### src/rtl/spike_event_encoder.sv
// Spike event encoder: queues inter-spike intervals in a first-word-fall-through FIFO
// and reports the spike count of each completed rate window.
module spike_event_encoder #(
    parameter int FIFO_DEPTH  = 4,
    parameter int WINDOW_LOG2 = 6
) (
    input  logic                   clk,
    input  logic                   reset,
    input  logic                   en,
    input  logic                   spike_in,
    input  logic                   out_ready,
    output logic                   out_valid,
    output logic [7:0]             out_data,
    output logic                   fifo_full,
    output logic [7:0]             drop_count,
    output logic [WINDOW_LOG2:0]   rate_out,
    output logic                   rate_valid
);

    localparam int PW = (FIFO_DEPTH > 1) ? $clog2(FIFO_DEPTH) : 1;
    localparam int CW = PW + 1;
    localparam int RW = WINDOW_LOG2 + 1;
    localparam logic [CW-1:0] DEPTH_C = CW'(FIFO_DEPTH);

    logic [7:0]             mem_q [FIFO_DEPTH];
    logic [PW-1:0]          wr_q, wr_d, rd_q, rd_d;
    logic [CW-1:0]          cnt_q, cnt_d;
    logic [7:0]             isi_q, isi_d;
    logic [7:0]             drop_q, drop_d;
    logic [WINDOW_LOG2-1:0] win_q, win_d;
    logic [RW-1:0]          spk_q, spk_d, rate_q, rate_d;
    logic                   valid_q, full_q, rv_q;
    logic                   push_req_s, pop_s, push_s, drop_s, wrap_s;

    // Handshake decode; a full FIFO still accepts a push when the head leaves this edge.
    always_comb begin
        push_req_s = en & spike_in;
        pop_s      = valid_q & out_ready;
        push_s     = push_req_s & (~full_q | pop_s);
        drop_s     = push_req_s & full_q & ~pop_s;
        wrap_s     = en & (&win_q);
    end

    // Next-state for pointers, occupancy, ISI, drops and the rate window.
    always_comb begin
        wr_d   = push_s ? wr_q + PW'(1) : wr_q;
        rd_d   = pop_s  ? rd_q + PW'(1) : rd_q;
        case ({push_s, pop_s})
            2'b10:   cnt_d = cnt_q + CW'(1);
            2'b01:   cnt_d = cnt_q - CW'(1);
            default: cnt_d = cnt_q;
        endcase
        if (!en) begin
            isi_d = isi_q;
        end else if (spike_in) begin
            isi_d = 8'd0;
        end else begin
            isi_d = (isi_q != 8'd255) ? isi_q + 8'd1 : isi_q;
        end
        drop_d = (drop_s && drop_q != 8'd255) ? drop_q + 8'd1 : drop_q;
        win_d  = en ? win_q + WINDOW_LOG2'(1) : win_q;
        if (wrap_s) begin
            spk_d  = '0;
            rate_d = spk_q + RW'(spike_in);
        end else begin
            spk_d  = en ? spk_q + RW'(spike_in) : spk_q;
            rate_d = rate_q;
        end
    end

    // Control and status registers with asynchronous clear.
    always_ff @(posedge clk or posedge reset) begin
        if (reset) begin
            wr_q    <= '0;
            rd_q    <= '0;
            cnt_q   <= '0;
            isi_q   <= 8'd0;
            drop_q  <= 8'd0;
            win_q   <= '0;
            spk_q   <= '0;
            rate_q  <= '0;
            valid_q <= 1'b0;
            full_q  <= 1'b0;
            rv_q    <= 1'b0;
        end else begin
            wr_q    <= wr_d;
            rd_q    <= rd_d;
            cnt_q   <= cnt_d;
            isi_q   <= isi_d;
            drop_q  <= drop_d;
            win_q   <= win_d;
            spk_q   <= spk_d;
            rate_q  <= rate_d;
            valid_q <= (cnt_d != '0);
            full_q  <= (cnt_d == DEPTH_C);
            rv_q    <= wrap_s;
        end
    end

    // Event storage is left unreset; its contents only matter while occupied.
    always_ff @(posedge clk) begin
        if (push_s) begin
            mem_q[wr_q] <= isi_q;
        end
    end

    assign out_valid  = valid_q;
    assign out_data   = mem_q[rd_q];
    assign fifo_full  = full_q;
    assign drop_count = drop_q;
    assign rate_out   = rate_q;
    assign rate_valid = rv_q;

endmodule

### config.mk
export PLATFORM = sky130hd
export DESIGN_NAME = spike_event_encoder
export DESIGN_NICKNAME = d
export VERILOG_FILES = /design/src/rtl/spike_event_encoder.sv
export SDC_FILE = /design/constraint.sdc
export NUM_CORES = 1
export LEC_CHECK = 0
export ABC_CLOCK_PERIOD_IN_PS = 4050
export BUFFER_PORTS_ARGS = -buffer_cell sky130_fd_sc_hd__clkbuf_2
export CORE_UTILIZATION = 63
export CTS_CLUSTER_DIAMETER = 100
export DETAILED_ROUTE_END_ITERATION = 8
export PLACE_DENSITY = 0.84
export SETUP_SLACK_MARGIN = 0.15
export SYNTH_ARGS = -nofsm -noshare
export SYNTH_HDL_FRONTEND = slang
export SYNTH_SLANG_ARGS = --single-unit
### constraint.sdc
create_clock -name clk -period 4.05 [get_ports clk]
set_input_delay 0.6075 -clock clk [delete_from_list [all_inputs] [get_ports clk]]
set_output_delay 0.6075 -clock clk [all_outputs]
set_load 0.05 [all_outputs]
==> results.yml <==
yosys:
  syn_nets: 265
  ys_seq_area_share_pct: 61.9
  synth.area.top_cells: "dfrtp_1 34%, edfxtp_1 28%, mux4_2 5.3%, xnor2_1 4.1%, ha_1 3.7%"
  synth_cell_type_count: 40
  synth_area_um2: 3410
  synth_top_cell_by_area: "dfrtp_1"
  synth.avg_cell_area_um2: 13.7
  synth_edf_count: 32
  syn_inst: 249
  ys_warn_count: 0
  synth_top_cell_area_share_pct: 33.7
  ys_ff_latch: 78
  synth_top_flop_cell: "dfrtp_1"
  async_flop_share_pct: 59.0
floorplan:
  die_w_um: 75.6
  dieArea_um2: 5720
  core_area_um2: 5170
  die_y_um: 75.6
  ios: 31
  row_count: 26
  start_util_pct: 66.0
routing:
  post_drt_wl_per_cell_um: 14.6
  first_pass_iters: 4
  drtIter0Drc: 77
  via_per_inst: 5.50
  drtAntennaViolNets: 0
  wl_um: 5260
  route.detailed.drc: 0
  num_vias: 1979
timing:
  drv_slew: 0
  whs_ns: 0.466
  fin_crit_ns: 2.53
  hold_viol: 0
  slew-limit-headroom_pct: 37.4
  fmax_mhz: 395
  setup_violations: 0
  setup_tns_ns: 0
  rsz0062_at_grt: "false"
  fin_worst_skew_ns: 0.0103
  worstMarginPinSlew_ns: 0.938
  period_share_pct: 62.6
placed_design:
  io_buffer_count: 30
  dp_hpwl_um: 3620
  gp_congestion: 0.758
  post-place-cells: 344
cts:
  root_buffer: "clkbuf_8"
  cts-resized-gates: 0
  clockBufferDepth: 2
  numCtsBuffers: 9
  htreeDepth: 3
  clkTransAtPathRegs_ns: 0.07
  post_cts_buffers: 0
  cts_hold_buffers: 0
  clock_sink_count: 78
  clk_latency_ns: 0.34
  tritoncts: "yes"
critical_path:
  required_ns: 3.44
  cp_max_fo: 10
  critPathLaunchType: "flip-flop"
  reg2regPathDepth: 9
  critPathCaptureType: "output pin"
  critPathArrivalTime_ns: 1.93
  crit_type: "flip-flop to output pin"
final_layout:
  final_net_count: 301
  fin_cells: 360
  diodes: 0
  area_growth_pct: 12.4
  drive_gt1_share_pct: 22.8
global_routing:
  grt_pass1_wl_um: 9010
  grt_pass1_vias: 1929
  grt_max_degree: 47
  overflow: 0
  antenna_found_initial: 0
  grt_usage_pct: 22.1
outcome:
  outcome: "finished, final reports clean"
min_path:
  hp-class: "input pin to async pin"
power:
  irDropWorstVdd_v: 0.000388
  p_leak_nw: 1.65
  p_per_area_nw_per_um2: 655
flow_run:
  drv_cap: 0
[layer usage]
| layer | track usage [%] | vias up | wire length, um |
|---|---|---|---|
| li1 | - | 958 | - |
| met1 | 30.0 | 984 | 2470 |
| met2 | 35.5 | 28 | 2590 |
| met3 | 3.97 | 9 | 103 |
| met4 | 9.26 | 0 | 92 |
| met5 | 0 | - | 0 |
[registers in the layout, summed over array words and instances, names as in the netlist, 2 cells and up]
name	count
wr_q	2
rd_q	2
cnt_q	3
spk_q	7
rate_out	7
isi_q	8
win_q	6
mem_q	32
drop_count	8
[layout by cell type (no fill, tap or decap), types with 9 or more instances in the layout]
cell       n
xor2_1     9
dfrtp_1   46
xnor2_1   16
clkbuf_2  30
clkbuf_8  10
inv_1     11
ha_1      10
nand2_1   17
edfxtp_1  32
nor2_1    12
[report_power, final]
part | total [mW] | leakage [nW] | switching (mW) | internal [mW]
Sequential | 1.14 | 0.898 | 0.158 | 0.980
Combinational | 0.764 | 0.644 | 0.483 | 0.281
Clock | 0.610 | 0.106 | 0.254 | 0.356
[synthesized netlist by cell type, drive strengths merged, types with 7 or more instances]
library cell and count:
a21oi 8, dfrtp 46, edfxtp 32, ha 10, inv 12, mux4 8, nand2 17, nand3 9
nor2 12, nor2b 7, o21ai 15, xnor2 16, xor2 9
[cell type report]
| class | count | area (um2) |
|---|---|---|
| clock inverters | 6 | 75.1 |
| well taps | 70 | 87.6 |
| multi-input cells | 153 | 1220 |
| repair buffers | 31 | 158 |
| inverters | 12 | 45.0 |
| flip-flops and latches | 78 | 2110 |
| clock buffers | 10 | 138 |
| fillers | 340 | 1340 |
[worst paths after layout]
kind                            startpoint  slack (ns)     endpoint
worst max-delay path               rd_q[0]        1.52  out_data[4]
max in group asynchronous            reset        3.00     spk_q[2]
worst min register to register    win_q[5]        0.47     win_q[5]
worst max register to register   out_valid        1.88    out_valid
min in group clk                  win_q[5]        0.47     win_q[5]
worst min-delay path                 reset        0.47  rate_out[4]
[cells by family after synthesis]
| kind of cell | synth area share (%) |
|---|---|
| flops | 61.9 |
| simple gates | 10.7 |
| compound gates | 7.37 |
| xor+xnor | 6.41 |
| buf+inv | 2.35 |
| mux | 7.04 |
| fa+ha+maj | 4.25 |
[per-stage QoR]
stage	utilization [%]	setup WS, ns	cell area, um2	power [mW]
floorplan	-	1.66	3410	1.76
global route	74.2	1.40	3840	2.67
global placement	70.1	1.32	3620	1.89
finish	74.2	1.52	3840	2.51
detailed placement	70.1	1.22	3620	1.93
CTS	74.2	1.49	3840	2.53
[worst max-delay path, cell delays in order, from the launching register on]
cell and delay [ns]:
dfrtp_1 0.74, mux4_2 0.60, clkbuf_2 0.25
Power figures use the tool's default switching activity.
